File: src/rtl/addition_pkg.sv
// Shared definitions for the signed adder blocks: result sizing and the
// serial accumulator's state encoding.
package addition_pkg;

    typedef enum logic {
        ACC  = 1'b0,
        DONE = 1'b1
    } acc_state_t;

    // One extra bit per doubling of the operand count keeps any sum exact.
    function automatic int out_width(input int width, input int n_inputs);
        return $clog2(n_inputs) + width;
    endfunction

endpackage

File: src/rtl/sign_extend_add.sv
// Combinational OUT_WIDTH adder: accumulator plus a sign-extended signed
// WIDTH-bit operand. Shared by the serial reducers.
module sign_extend_add #(
    parameter int WIDTH     = 4,
    parameter int OUT_WIDTH = 8
) (
    input  logic [OUT_WIDTH-1:0] acc_i,
    input  logic [WIDTH-1:0]     operand_i,
    output logic [OUT_WIDTH-1:0] sum_o
);

    logic [OUT_WIDTH-1:0] operand_ext;

    assign operand_ext = {{(OUT_WIDTH-WIDTH){operand_i[WIDTH-1]}}, operand_i};
    assign sum_o       = acc_i + operand_ext;

endmodule

File: src/rtl/adder_tree_signed_serial_acc.sv
// Serial signed reducer: sums N_INPUTS signed samples arriving one per
// handshake and presents the exact frame sum as one result word.
module adder_tree_signed_serial_acc
    import addition_pkg::*;
#(
    parameter  int WIDTH     = 4,
    parameter  int N_INPUTS  = 16,
    localparam int OUT_WIDTH = out_width(WIDTH, N_INPUTS),
    localparam int CNT_WIDTH = $clog2(N_INPUTS + 1)
) (
    input  logic                 clk,
    input  logic                 rst_n,
    input  logic                 clear,
    input  logic                 in_valid,
    output logic                 in_ready,
    input  logic [WIDTH-1:0]     in_data,
    output logic                 out_valid,
    input  logic                 out_ready,
    output logic [OUT_WIDTH-1:0] out_data,
    output logic [CNT_WIDTH-1:0] frame_cnt,
    output acc_state_t           state_o
);

    // Handshakes: a transfer happens on a rising edge where valid && ready.
    // in_ready depends only on state; out_valid/out_data hold until taken.
    acc_state_t           state_q, state_d;
    logic [OUT_WIDTH-1:0] acc_q, acc_d;
    logic [OUT_WIDTH-1:0] out_data_q, out_data_d;
    logic [CNT_WIDTH-1:0] cnt_q, cnt_d;
    logic [OUT_WIDTH-1:0] sum;

    sign_extend_add #(
        .WIDTH     (WIDTH),
        .OUT_WIDTH (OUT_WIDTH)
    ) u_add (
        .acc_i     (acc_q),
        .operand_i (in_data),
        .sum_o     (sum)
    );

    always_comb begin
        state_d    = state_q;
        acc_d      = acc_q;
        out_data_d = out_data_q;
        cnt_d      = cnt_q;
        case (state_q)
            ACC: begin
                // clear wins over a sample offered in the same cycle
                if (clear) begin
                    acc_d = '0;
                    cnt_d = '0;
                end else if (in_valid) begin
                    acc_d = sum;
                    cnt_d = cnt_q + CNT_WIDTH'(1);
                    if (cnt_q == CNT_WIDTH'(N_INPUTS - 1)) begin
                        out_data_d = sum;
                        state_d    = DONE;
                    end
                end
            end
            DONE: begin
                if (out_ready) begin
                    acc_d   = '0;
                    cnt_d   = '0;
                    state_d = ACC;
                end
            end
            default: state_d = ACC;
        endcase
    end

    always_ff @(posedge clk or negedge rst_n) begin
        if (!rst_n) begin
            state_q    <= ACC;
            acc_q      <= '0;
            out_data_q <= '0;
            cnt_q      <= '0;
        end else begin
            state_q    <= state_d;
            acc_q      <= acc_d;
            out_data_q <= out_data_d;
            cnt_q      <= cnt_d;
        end
    end

    assign in_ready  = (state_q == ACC);
    assign out_valid = (state_q == DONE);
    assign out_data  = out_data_q;
    assign frame_cnt = cnt_q;
    assign state_o   = state_q;

endmodule

File: config.mk
export PLATFORM = sky130hd
export DESIGN_NAME = adder_tree_signed_serial_acc
export DESIGN_NICKNAME = d
export VERILOG_FILES = /design/src/rtl/addition_pkg.sv /design/src/rtl/sign_extend_add.sv /design/src/rtl/adder_tree_signed_serial_acc.sv
export SDC_FILE = /design/constraint.sdc
export NUM_CORES = 1
export LEC_CHECK = 0
export BUFFER_PORTS_ARGS = -buffer_cell sky130_fd_sc_hd__buf_2
export CAP_MARGIN = 20
export CORE_MARGIN = 3
export CORE_UTILIZATION = 23
export CTS_CLUSTER_DIAMETER = 120
export DETAILED_ROUTE_END_ITERATION = 12
export GPL_TIMING_DRIVEN = 0
export SYNTH_ARGS = -nofsm -noshare
export SYNTH_HDL_FRONTEND = slang
export SYNTH_SLANG_ARGS = --single-unit
File: constraint.sdc
create_clock -name clk -period 2.7 [get_ports clk]
set_input_delay 0.54 -clock clk [delete_from_list [all_inputs] [get_ports clk]]
set_output_delay 0.54 -clock clk [all_outputs]
set_load 0.02 [all_outputs]
; ---- After elaboration in Yosys (flattened, before gate mapping)
; Cells that the tools add are included.
[word_totals]
out_inout_bits = 16
ff_bits = 22
elab_cells = 26
inputBits = 9
[op_classes]
n_eq_ne = 3
bitwise_logic = 2
mux = 13
addsub = 2
reduce_logical = 2
[op_table]
columns = cell, n
row1 = 8-bit 2-to-1 mux, 3
row2 = 8-bit case mux with 2 select lines, 1
row3 = 5-bit 2-to-1 mux, 3
row4 = 5-bit case mux with 2 select lines, 1
row5 = 8-bit adder, 1
row6 = 5-bit by 1-bit adder with 5-bit output (second input constant), 1
row7 = 5-bit by 4-bit == test with 1-bit output (second input constant), 1
row8 = 1-bit 2-to-1 mux, 4
row9 = 4-bit AND reduction, 1
row10 = 3-bit inequality test (second input constant), 1
row11 = 2-bit inequality test (second input constant), 1
row12 = 1-bit inverter, 2
row13 = 1-bit case mux with 2 select lines, 1
row14 = 2-bit AND reduction, 1

; ---- Depth between registers and ports, before layout
; Gate-level depths: netlist of the first run.
[depth]
depth_word = 5
depth_mapped = 7
ltp_nobuf = 7

; ---- By module
; Synthesis of the first run repeated with hierarchy kept, for this count alone.
[hier_totals]
cells_unflattened = 105
area_unflattened_um2 = 1228.7
[by_module_without_submodules]
columns = mod, instances, area_per_inst_um2, seq_area_each_um2, cells_each
row1 = adder_tree_signed_serial_acc, 1, 897.1, 550.5, 63
row2 = sign_extend_add, 1, 331.6, 0.0, 42

; ---- Worst setup path before layout of the first run
; OpenSTA, ideal clock, no wires.
[synth_path]
path_type = input to register
start = input port in_data[0]
end = register out_data_q[6] (netlist: out_data[6])
path_buffers = 0
stages = 7
setup_ps = 122
required_ps = 2578
arrival_ps = 2047
path_slack_ps = 531
cell_sequence = ha_1 -> fa_1 -> a21o_1 -> a21o_1 -> a21oi_2 -> mux2i_1 -> a32o_1
[synth_between]
elab_chain_cells = 1
[synth_rtl]
columns = item, line
row1 = from (decl), adder_tree_signed_serial_acc.sv:16  ; input logic [WIDTH-1:0] in_data,
row2 = 8-bit adder, sign_extend_add.sv:15  ; assign sum_o = acc_i + operand_ext;
row3 = to (signal assigned), adder_tree_signed_serial_acc.sv:81  ; out_data_q <= out_data_d;
row4 = to (decl), adder_tree_signed_serial_acc.sv:28  ; logic [OUT_WIDTH-1:0] out_data_q, out_data_d;
; Every way passes these cells.
; A chain may end at the register's enable or synchronous reset.

; ---- Worst setup path in the final report of the first run
[layout_path]
start = register acc_q[0]
end = register out_data_q[6] (netlist: out_data[6])
[layout_between]
elab_chain_cells = 1
[layout_rtl]
columns = item, line
row1 = from (decl), adder_tree_signed_serial_acc.sv:27  ; logic [OUT_WIDTH-1:0] acc_q, acc_d;
row2 = from (signal assigned), adder_tree_signed_serial_acc.sv:75  ; acc_q <= '0;
row3 = from (signal assigned), adder_tree_signed_serial_acc.sv:80  ; acc_q <= acc_d;
row4 = 8-bit adder, sign_extend_add.sv:15
; Every way passes these cells.

==> metrics.log, run 1 <==
[metrics] FF+latch count, synth: 22
[metrics] total global routing track utilization: 0.0880
[metrics] Setup crit start kind: flip-flop
[metrics] Final Power: 0.869 mW
[metrics] routability congestion estimate from global placement: 0.786
[metrics] CTS Buffer Depth: 2
[metrics] Crit Path Category: reg2reg
[metrics] number of buffers created by CTS: 3
[metrics] initial standard-cell utilization of the core: 0.242
[metrics] cell at the root of the clock tree: sky130_fd_sc_hd__clkbuf_8
[metrics] area of the die: 0.00640 mm^2
[metrics] Final Critical Period: 2.13 ns
[metrics] transition time at the pin with the least slew margin: 0.810 ns
[metrics] global route total overflow: 0
[metrics] area of the core region: 0.00520 mm^2
[metrics] worst-case vdd ir drop: 0.181 mV
[metrics] setup repair after global routing missed its margin: false
[metrics] ratio of routed vias to standard cells: 4.29
[metrics] final count of hold timing violations: 0
[metrics] post-CTS clock slew at the launch and capture registers of the worst setup and hold paths: 0.08 ns
[metrics] number of optimization iterations in the first detailed-route pass: 3
[metrics] CTS H-tree depth: 1
[metrics] final clock period utilization by the worst path: 0.789
[metrics] per-cell routed wire length: 11.5 um
[metrics] net switching component of the power: 0.234 mW
[metrics] syn_nets: 143
[metrics] synthesized area divided by synthesized cell count: 10.2 um^2
[metrics] portion of the post-synthesis area used by sequential elements: 0.437
[metrics] drc violations: 0
[metrics] clock insertion delay at the later pin of the skew report: 0.26 ns
[metrics] proportion of power drawn by combinational gates: 0.226
[metrics] initial antenna violation count: 0
[metrics] Setup Fix Bufs, Post-CTS: 0
[metrics] quantity of I/O buffers inserted on ports: 24
[metrics] number of global-route vias before repair: 975
[metrics] CTS resizes: 0
[metrics] arrival time at the worst endpoint: 2.29 ns
[metrics] horizontal die dimension: 80.0 um
[metrics] layout-stage area growth over the synthesis result: 22.2%
[metrics] antenna diode count: 0
[metrics] Post-synth EDFFs: 0
[metrics] switch share: 0.270
[metrics] Setup Viol. Count Final: 0
[metrics] number of nets in the layout: 172
[metrics] HPWL after DPL: 2020 um
[metrics] # Max-Cap Violations: 0
[metrics] hold-fix buffer count after cts: 0
[metrics] Setup TNS: 0 ns
[metrics] top-level I/O count: 25
[metrics] capturing element type of the critical path: flip-flop
[metrics] Die Y: 80.0 um
[metrics] pin count of the biggest net entering global routing: 23
[metrics] proportion of power drawn by the clock network: 0.356
[metrics] worst min-delay path category: in2async
[metrics] detailed router's first-iteration violation count: 40
[metrics] prevailing post-synth register cell: sky130_fd_sc_hd__dfrtp_1
[metrics] share of cells above drive strength 1: 0.270
[metrics] clk sink count: 22
[metrics] cell area after technology mapping: 0.00126 mm^2
[metrics] clock tree from TritonCTS: built
[metrics] first-pass GRT wire length: 4480 um
[metrics] Final Core Density: 0.295
[metrics] max-slew violation count: 0
[metrics] total length of routed wires: 2560 um
[metrics] total number of vias: 952
[metrics] Clock Skews: 0.00284 ns
[metrics] Worst EP required: 2.86 ns
[metrics] fmax: 469 MHz
[metrics] most common cell after layout, fill and taps aside: sky130_fd_sc_hd__buf_2
[metrics] P per Cell Area: 565 mW/mm^2
[metrics] Static Leak: 0.788 nW
[metrics] count of yosys warnings during synthesis: 0
[metrics] fraction of registers with async set or reset after synthesis: 1.00
[metrics] Max-Slew Margin vs Limit: 0.456
[metrics] result of the run: finished clean
[metrics] number of nets with antenna violations after routing: 0
[metrics] register share of total power: 0.418
[metrics] top library cells by usage in the layout, fill and taps aside: 27 x sky130_fd_sc_hd__buf_2, 22 x sky130_fd_sc_hd__dfrtp_1, 19 x sky130_fd_sc_hd__nand2_1, 11 x sky130_fd_sc_hd__o21ai_0, 9 x sky130_fd_sc_hd__ha_1
[metrics] count of different cell masters after synthesis: 36
[metrics] Mapped Cells: 124
[metrics] Row Count: 26
[metrics] internal power: 0.634 mW
[metrics] crit path max fanout: 3
==> final timing paths <==
kind                                   from           end  slack [ns]  depth (start not counted)
min in group clk                out_data[3]   out_data[3]        0.48                          2
worst max register to register     acc_q[0]   out_data[6]        0.57                          7
max in group asynchronous             rst_n  frame_cnt[4]        2.15                          1
worst min register to register  out_data[3]   out_data[3]        0.48                          2
worst max-delay path               acc_q[0]   out_data[6]        0.57                          7
worst min-delay path                  rst_n   out_data[0]        0.22                          1
==> layout make-up <==
cell class                      count  area, um^2
Buffer                              5        26.3
Clock buffer                        3        41.3
Clock inverter                      1        30.0
Fill cell                         563        3670
Inverter                            3        11.3
Multi-Input combinational cell     94         671
Sequential cell                    22         551
Tap cell                           70        87.6
Timing Repair Buffer               24         120
==> per-stage QoR <==
step	cell area [um^2]	hold WS [ns]	worst slack, ns	instances
floorplan	1260	0.244	0.531	124
global placement	1470	0.460	0.298	218
detailed placement	1470	0.466	0.276	218
CTS	1540	0.242	0.539	222
global route	1540	0.267	0.433	222
finish	1540	0.224	0.570	222
==> state kept, by name, summed over array words and instances (netlist names) <==
| register | flops |
|---|---|
| acc_q | 8 |
| out_data | 8 |
| frame_cnt | 5 |
| out_valid | 1 |
==> cell families after synthesis <==
logic type | after synthesis | share of synthesized area
AND/OR/NAND/NOR | 38 | 0.141
AO/OA/AOI/OAI | 34 | 0.184
flip-flops | 22 | 0.437
adder cells (fa/ha/maj) | 10 | 0.105
buffers and inverters | 8 | 0.0298
XOR/XNOR | 7 | 0.0596
multiplexers | 5 | 0.0427
==> metal layers <==
| metal | vias to the layer above | part of all wire | global-route usage |
|---|---|---|---|
| met3 | 6 | 0.022 | 0.0102 |
| met1 | 440 | 0.51 | 0.119 |
| met5 | - | 0 | 0 |
| li1 | 490 | - | - |
| met2 | 16 | 0.45 | 0.145 |
| met4 | 0 | 0.014 | 0.0304 |
==> critical path, cell delays in order (launching register included) <==
cell and delay (ns):
sky130_fd_sc_hd__dfrtp_1 0.39, sky130_fd_sc_hd__ha_1 0.24, sky130_fd_sc_hd__fa_1 0.42, sky130_fd_sc_hd__a21o_1 0.19, sky130_fd_sc_hd__a21o_1 0.20, sky130_fd_sc_hd__a21oi_2 0.22, sky130_fd_sc_hd__mux2i_1 0.10, sky130_fd_sc_hd__a32o_1 0.26
==> power by group through the flow <==
stage,registers (mW),clock network (mW),logic (mW)
after floorplan,0.371,0,0.149
after global placement,0.370,0,0.196
after detailed placement,0.370,0,0.199
after CTS,0.363,0.319,0.200
after global routing,0.367,0.333,0.226
final,0.363,0.310,0.196
==> cell usage after synthesis, types with 2 or more instances <==
cell                       count  area share
sky130_fd_sc_hd__a21o_1        3       0.018
sky130_fd_sc_hd__nand2b_1      5       0.025
sky130_fd_sc_hd__nor2_1        5       0.015
sky130_fd_sc_hd__a22o_1        3       0.021
sky130_fd_sc_hd__ha_1          9       0.089
sky130_fd_sc_hd__xnor2_1       3       0.021
sky130_fd_sc_hd__o211ai_2      2       0.020
sky130_fd_sc_hd__mux2i_1       2       0.016
sky130_fd_sc_hd__xor2_1        3       0.021
sky130_fd_sc_hd__dfrtp_1      22        0.44
sky130_fd_sc_hd__nand3_1       2      0.0080
sky130_fd_sc_hd__inv_1         3      0.0089
sky130_fd_sc_hd__a21oi_1       7       0.028
sky130_fd_sc_hd__mux2_2        2       0.018
sky130_fd_sc_hd__o21ai_0      11       0.044
sky130_fd_sc_hd__o31ai_1       2       0.012
sky130_fd_sc_hd__buf_2         3       0.012
sky130_fd_sc_hd__nand2_1      19       0.057
Note: power is estimated with default switching activity, not from simulation.
==> run 2, diff against run 1 <==
==> constraint.sdc (replaced) <==
create_clock -name clk -period 2.19 [get_ports clk]
set_input_delay 0.438 -clock clk [delete_from_list [all_inputs] [get_ports clk]]
set_output_delay 0.438 -clock clk [all_outputs]
set_load 0.02 [all_outputs]
==> metrics.log, run 2 (synthesis results as in run 1) <==
[metrics] most repeated library cell on the critical path: sky130_fd_sc_hd__a21o_1
[metrics] top library cells by usage in the layout, fill and taps aside: 27 x sky130_fd_sc_hd__buf_2, 22 x sky130_fd_sc_hd__dfrtp_1, 19 x sky130_fd_sc_hd__nand2_1, 11 x sky130_fd_sc_hd__o21ai_0, 9 x sky130_fd_sc_hd__ha_1
[metrics] switch share: 0.271
[metrics] transition time at the pin with the least slew margin: 0.811 ns
[metrics] proportion of power drawn by combinational gates: 0.230
[metrics] Clock Skews: 0.00282 ns
[metrics] horizontal die dimension: 80.0 um
[metrics] number of cells on the critical path: 7
[metrics] Setup Fix Bufs, Post-CTS: 0
[metrics] P per Cell Area: 696 mW/mm^2
[metrics] cell with the largest stage delay on the worst path: sky130_fd_sc_hd__dfrtp_1
[metrics] Final Critical Period: 2.03 ns
[metrics] initial antenna violation count: 0
[metrics] total global routing track utilization: 0.0880
[metrics] pin count of the biggest net entering global routing: 23
[metrics] HPWL after DPL: 2020 um
[metrics] number of global-route vias before repair: 975
[metrics] routability congestion estimate from global placement: 0.786
[metrics] area of the core region: 0.00520 mm^2
[metrics] Row Count: 26
[metrics] clock insertion delay at the later pin of the skew report: 0.26 ns
[metrics] total number of vias: 950
[metrics] per-cell routed wire length: 11.6 um
[metrics] delay of the slowest cell on the worst path: 0.39 ns
[metrics] kind of cell adding the most delay to the critical path: compound AO/OA/AOI/OAI gates
[metrics] Setup TNS: 0 ns
[metrics] Crit Path Category: reg2reg
[metrics] post-CTS clock slew at the launch and capture registers of the worst setup and hold paths: 0.08 ns
[metrics] # Max-Cap Violations: 0
[metrics] number of optimization iterations in the first detailed-route pass: 3
[metrics] final clock period utilization by the worst path: 0.929
[metrics] total length of routed wires: 2570 um
[metrics] top-level I/O count: 25
[metrics] setup repair after global routing missed its margin: false
[metrics] flip-flop and latch area: 551 um^2
[metrics] crit path cell chain: ha_1 -> fa_2 -> a21o_1 -> a21o_1 -> a21oi_4 -> mux2i_1 -> a32o_1
[metrics] detailed router's first-iteration violation count: 45
[metrics] area used by multi-input combinational logic: 681 um^2
[metrics] Worst EP required: 2.35 ns
[metrics] first-pass GRT wire length: 4480 um
[metrics] Static Leak: 0.789 nW
[metrics] quantity of I/O buffers inserted on ports: 24
[metrics] r2r worst-path depth: 7
[metrics] proportion of power drawn by the clock network: 0.354
[metrics] max-slew violation count: 0
[metrics] clk sink count: 22
[metrics] post-route insts no fill: 222
[metrics] Setup crit start kind: flip-flop
[metrics] result of the run: finished clean
[metrics] length of routed met2 wiring: 1160 um
[metrics] most common cell after layout, fill and taps aside: sky130_fd_sc_hd__buf_2
[metrics] total of fill cells in the finished design: 564
[metrics] Max-Slew Margin vs Limit: 0.454
[metrics] area of the die: 0.00640 mm^2
[metrics] detailed route wirelength on metal3: 57 um
[metrics] worst min-delay path category: in2async
[metrics] crit path max fanout: 3
[metrics] share of cells above drive strength 1: 0.276
[metrics] layout-stage area growth over the synthesis result: 23.0%
[metrics] capturing element type of the critical path: flip-flop
[metrics] clock tree from TritonCTS: built
[metrics] arrival time at the worst endpoint: 2.19 ns
[metrics] Setup Viol. Count Final: 0
[metrics] number of nets in the layout: 172
[metrics] topmost layer with routed signal wires: met4
[metrics] drc violations: 0
[metrics] global route total overflow: 0
[metrics] antenna diode count: 0
[metrics] fmax: 492 MHz
[metrics] initial standard-cell utilization of the core: 0.242
[metrics] number of buffers created by CTS: 3
[metrics] register share of total power: 0.415
[metrics] worst-case vdd ir drop: 0.223 mV
[metrics] cell total after placement: 218
[metrics] buffers plus inverters on the worst setup path: 0
[metrics] cell at the root of the clock tree: sky130_fd_sc_hd__clkbuf_8
[metrics] CTS Buffer Depth: 2
[metrics] CTS H-tree depth: 1
[metrics] Die Y: 80.0 um
[metrics] Routed met1 length: 1320 um
[metrics] net switching component of the power: 0.292 mW
[metrics] ratio of routed vias to standard cells: 4.28
[metrics] final count of hold timing violations: 0
[metrics] number of nets with antenna violations after routing: 0
[metrics] internal power: 0.784 mW
run 2: cell counts in the layout (fill, tap and decap cells not counted):
No cell type changed its count.
run 2: what timing repair did:
action | 4_1_cts | 5_1_grt
resized for setup | 0 | 2
endpoints found under the setup margin | 0 | 1
hold buffers | 0 | 0
run 2: stage by stage:
step / area (um^2) / hold WS (ns) / power (mW) / worst slack, ns / utilization
2_1_floorplan: 1260 / 0.142 / 0.640 / 0.123 / -
3_3_place_gp: 1470 / 0.437 / 0.698 / -0.110 / 0.282
3_5_place_dp: 1470 / 0.440 / 0.701 / -0.132 / 0.282
4_1_cts: 1540 / 0.140 / 1.09 / 0.0294 / 0.295
5_1_grt: 1550 / 0.165 / 1.15 / 0.0371 / 0.297
6_report: 1550 / 0.122 / 1.08 / 0.157 / 0.297
run 2: cell type report:
class                           instances  area share
Clock inverter                          1      0.0194
Inverter                                3     0.00728
Clock buffer                            3      0.0267
Tap cell                               70      0.0566
Buffer                                  5      0.0170
Multi-Input combinational cell         94       0.440
Timing Repair Buffer                   24      0.0776
Sequential cell                        22       0.356
run 2: per-layer routing:
layer | global-route usage | vias up
li1 | - | 490
met1 | 0.119 | 438
met2 | 0.145 | 16
met3 | 0.0102 | 6
met4 | 0.0304 | 0
met5 | 0 | -
run 2: path summary, 6_finish.rpt:
kind | slack (ns) | end | start
hold reg to reg | 0.48 | out_data[3] | out_data[3]
setup reg to reg | 0.16 | out_data[6] | acc_q[0]
min in group clk | 0.38 | frame_cnt[2] | clear
hold / removal | 0.12 | out_data[0] | rst_n
max in group asynchronous | 1.74 | frame_cnt[4] | rst_n
setup / recovery | 0.16 | out_data[6] | acc_q[0]
run 2: power groups by stage:
stage / sequential (mW) / combinational, mW / clock, mW
floorplan: 0.457 / 0.183 / 0
global placement: 0.456 / 0.242 / 0
detailed placement: 0.456 / 0.246 / 0
CTS: 0.447 / 0.247 / 0.393
global route: 0.452 / 0.284 / 0.410
finish: 0.447 / 0.248 / 0.382
==> run 3, diff against run 2 <==
--- a/config.mk
+++ b/config.mk
@@ -14,4 +14,5 @@
 export GPL_TIMING_DRIVEN = 0
 export SYNTH_ARGS = -nofsm -noshare
 export SYNTH_HDL_FRONTEND = slang
+export SYNTH_HIERARCHICAL = 1
 export SYNTH_SLANG_ARGS = --single-unit
==> metrics.log, run 3 <==
[metrics] result of the run: finished clean
[metrics] Setup Viol. Count Final: 0
[metrics] detailed router's first-iteration violation count: 48
[metrics] worst-case vdd ir drop: 0.454 mV
[metrics] fmax: 504 MHz
[metrics] pin count of the biggest net entering global routing: 23
[metrics] count of yosys warnings during synthesis: 6
[metrics] post-route insts no fill: 200
[metrics] cell at the root of the clock tree: sky130_fd_sc_hd__clkbuf_8
[metrics] count leader, synth: sky130_fd_sc_hd__dfrtp_1
[metrics] quantity of I/O buffers inserted on ports: 24
[metrics] Row Count: 25
[metrics] top-level I/O count: 25
[metrics] area share of the largest cell type after synthesis: 0.448
[metrics] setup repair after global routing missed its margin: false
[metrics] total length of routed wires: 2500 um
[metrics] number of optimization iterations in the first detailed-route pass: 4
[metrics] Setup crit start kind: flip-flop
[metrics] total number of vias: 897
[metrics] proportion of power drawn by the clock network: 0.365
[metrics] portion of the post-synthesis area used by sequential elements: 0.448
[metrics] number of buffers created by CTS: 3
[metrics] register share of total power: 0.429
[metrics] syn_nets: 124
[metrics] worst min-delay path category: in2async
[metrics] top library cells by usage in the layout, fill and taps aside: 26 x sky130_fd_sc_hd__buf_2, 22 x sky130_fd_sc_hd__dfrtp_1, 11 x sky130_fd_sc_hd__a22o_1, 9 x sky130_fd_sc_hd__mux2_2, 9 x sky130_fd_sc_hd__ha_1
[metrics] most common cell after layout, fill and taps aside: sky130_fd_sc_hd__buf_2
[metrics] internal power: 0.764 mW
[metrics] FF+latch count, synth: 22
[metrics] Final Core Density: 0.304
[metrics] initial antenna violation count: 0
[metrics] share of cells above drive strength 1: 0.323
[metrics] antenna diode count: 0
[metrics] Static Leak: 0.765 nW
[metrics] CTS H-tree depth: 1
[metrics] hold-fix buffer count after cts: 0
[metrics] number of nets in the layout: 153
[metrics] switch share: 0.258
[metrics] largest cells by area after synthesis: sky130_fd_sc_hd__dfrtp_1 45%, sky130_fd_sc_hd__ha_1 9.2%, sky130_fd_sc_hd__mux2_2 8.2%
[metrics] area of the core region: 0.00494 mm^2
[metrics] crit path max fanout: 3
[metrics] cell area after technology mapping: 0.00123 mm^2
[metrics] number of global-route vias before repair: 912
[metrics] clock insertion delay at the later pin of the skew report: 0.26 ns
[metrics] capturing element type of the critical path: flip-flop
[metrics] cell total after placement: 196
[metrics] ratio of routed vias to standard cells: 4.49
[metrics] CTS Buffer Depth: 2
[metrics] net switching component of the power: 0.266 mW
[metrics] # Max-Cap Violations: 0
[metrics] Die Y: 79.1 um
[metrics] clk sink count: 22
[metrics] Setup Fix Bufs, Post-CTS: 0
[metrics] Final Critical Period: 1.98 ns
[metrics] number of nets with antenna violations after routing: 0
[metrics] max-slew violation count: 0
[metrics] transition time at the pin with the least slew margin: 0.501 ns
[metrics] final design area excluding fillers: 0.00150 mm^2
[metrics] DP Area: 0.00143 mm^2
[metrics] routability congestion estimate from global placement: 0.761
[metrics] total global routing track utilization: 0.0903
[metrics] fraction of registers with async set or reset after synthesis: 1.00
[metrics] r2r worst-path depth: 7
[metrics] prevailing post-synth register cell: sky130_fd_sc_hd__dfrtp_1
[metrics] final count of hold timing violations: 0
[metrics] area leader, netlist: sky130_fd_sc_hd__dfrtp_1
[metrics] count of different cell masters after synthesis: 35
[metrics] arrival time at the worst endpoint: 2.19 ns
[metrics] Setup TNS: 0 ns
[metrics] HPWL after DPL: 1920 um
[metrics] proportion of power drawn by combinational gates: 0.206
[metrics] Crit Path Category: reg2reg
[metrics] first-pass GRT wire length: 4440 um
[metrics] area of the die: 0.00626 mm^2
[metrics] layout-stage area growth over the synthesis result: 22.4%
[metrics] global route total overflow: 0
[metrics] Mapped Cells: 105
[metrics] cell types with the highest counts after synthesis: 22 x sky130_fd_sc_hd__dfrtp_1, 11 x sky130_fd_sc_hd__a22o_1, 9 x sky130_fd_sc_hd__ha_1, 9 x sky130_fd_sc_hd__mux2_2, 8 x sky130_fd_sc_hd__inv_1
[metrics] synthesized area divided by synthesized cell count: 11.7 um^2
[metrics] Max-Slew Margin vs Limit: 0.666
[metrics] drc violations: 0
[metrics] Worst EP required: 2.40 ns
[metrics] post-CTS clock slew at the launch and capture registers of the worst setup and hold paths: 0.08 ns
[metrics] final hold slack: 0.133 ns
[metrics] total of fill cells in the finished design: 533
[metrics] horizontal die dimension: 79.1 um
[metrics] per-cell routed wire length: 12.5 um
[metrics] P per Cell Area: 685 mW/mm^2
[metrics] Post-synth EDFFs: 0
[metrics] Clock Skews: 0.00758 ns
[metrics] clock tree from TritonCTS: built
[metrics] initial standard-cell utilization of the core: 0.249
[metrics] final clock period utilization by the worst path: 0.906
[metrics] CTS resizes: 0
run 3: stage by stage:
| step | setup slack [ns] | power [mW] |
|---|---|---|
| 4_1_cts | 0.202 | 1.04 |
| 6_report | 0.206 | 1.03 |
| 2_1_floorplan | 0.355 | 0.604 |
| 3_5_place_dp | 0.0778 | 0.663 |
| 3_3_place_gp | 0.0774 | 0.659 |
| 5_1_grt | 0.0300 | 1.09 |
run 3: critical path, stage by stage, from the launching register on:
cell and delay (ns):
sky130_fd_sc_hd__dfrtp_1 0.39, sky130_fd_sc_hd__ha_1 0.24, sky130_fd_sc_hd__inv_1 0.08, sky130_fd_sc_hd__fa_1 0.26, sky130_fd_sc_hd__nor2b_4 0.06, sky130_fd_sc_hd__o31a_1 0.26, sky130_fd_sc_hd__o311ai_1 0.41, sky130_fd_sc_hd__mux2_2 0.23
run 3: cell type report:
cell class	instances	area, um^2	share of cell area
multi-input combinational	71	619	0.412
sequential	22	551	0.366
timing repair buffer	24	120	0.0799
tap	67	83.8	0.0557
clock buffer	3	41.3	0.0275
clock inverter	1	30.0	0.0200
inverter	8	30.0	0.0200
buffer	4	28.8	0.0191
run 3: path summary, 6_finish.rpt:
kind / start / to / slack [ns]
max: acc_q[0] / out_data[6] / 0.21
min: rst_n / frame_cnt[0] / 0.13
max reg2reg: acc_q[0] / out_data[6] / 0.21
min reg2reg: acc_q[4] / acc_q[4] / 0.51
max in group asynchronous: rst_n / acc_q[4] / 1.72
min in group clk: out_ready / frame_cnt[2] / 0.35
run 3: per-layer routing:
metal  global-route usage  vias up  share of wire
met5                    0        -              0
met4               0.0258        0         0.0056
met3               0.0193        2          0.028
met1                0.133      436           0.50
met2                0.132       17           0.47
li1                     -      442              -
run 3: logic make-up (layout without fill, tap and decap cells):
logic type,after synthesis,after routing,synth area share
AO/OA/AOI/OAI,31,31,0.192
XOR/XNOR,6,6,0.0428
adder cells (fa/ha/maj),10,10,0.108
buffers and inverters,12,40,0.0479
flip-flops,22,22,0.448
multiplexers,9,9,0.0825
AND/OR/NAND/NOR,15,15,0.0784
run 3: power by group through the flow:
stage               Clock [mW]  Combinational [mW]  Sequential, mW
global placement             0               0.209           0.450
floorplan                    0               0.153           0.451
finish                   0.376               0.212           0.442
detailed placement           0               0.213           0.450
CTS                      0.386               0.215           0.442
global route             0.400               0.244           0.446
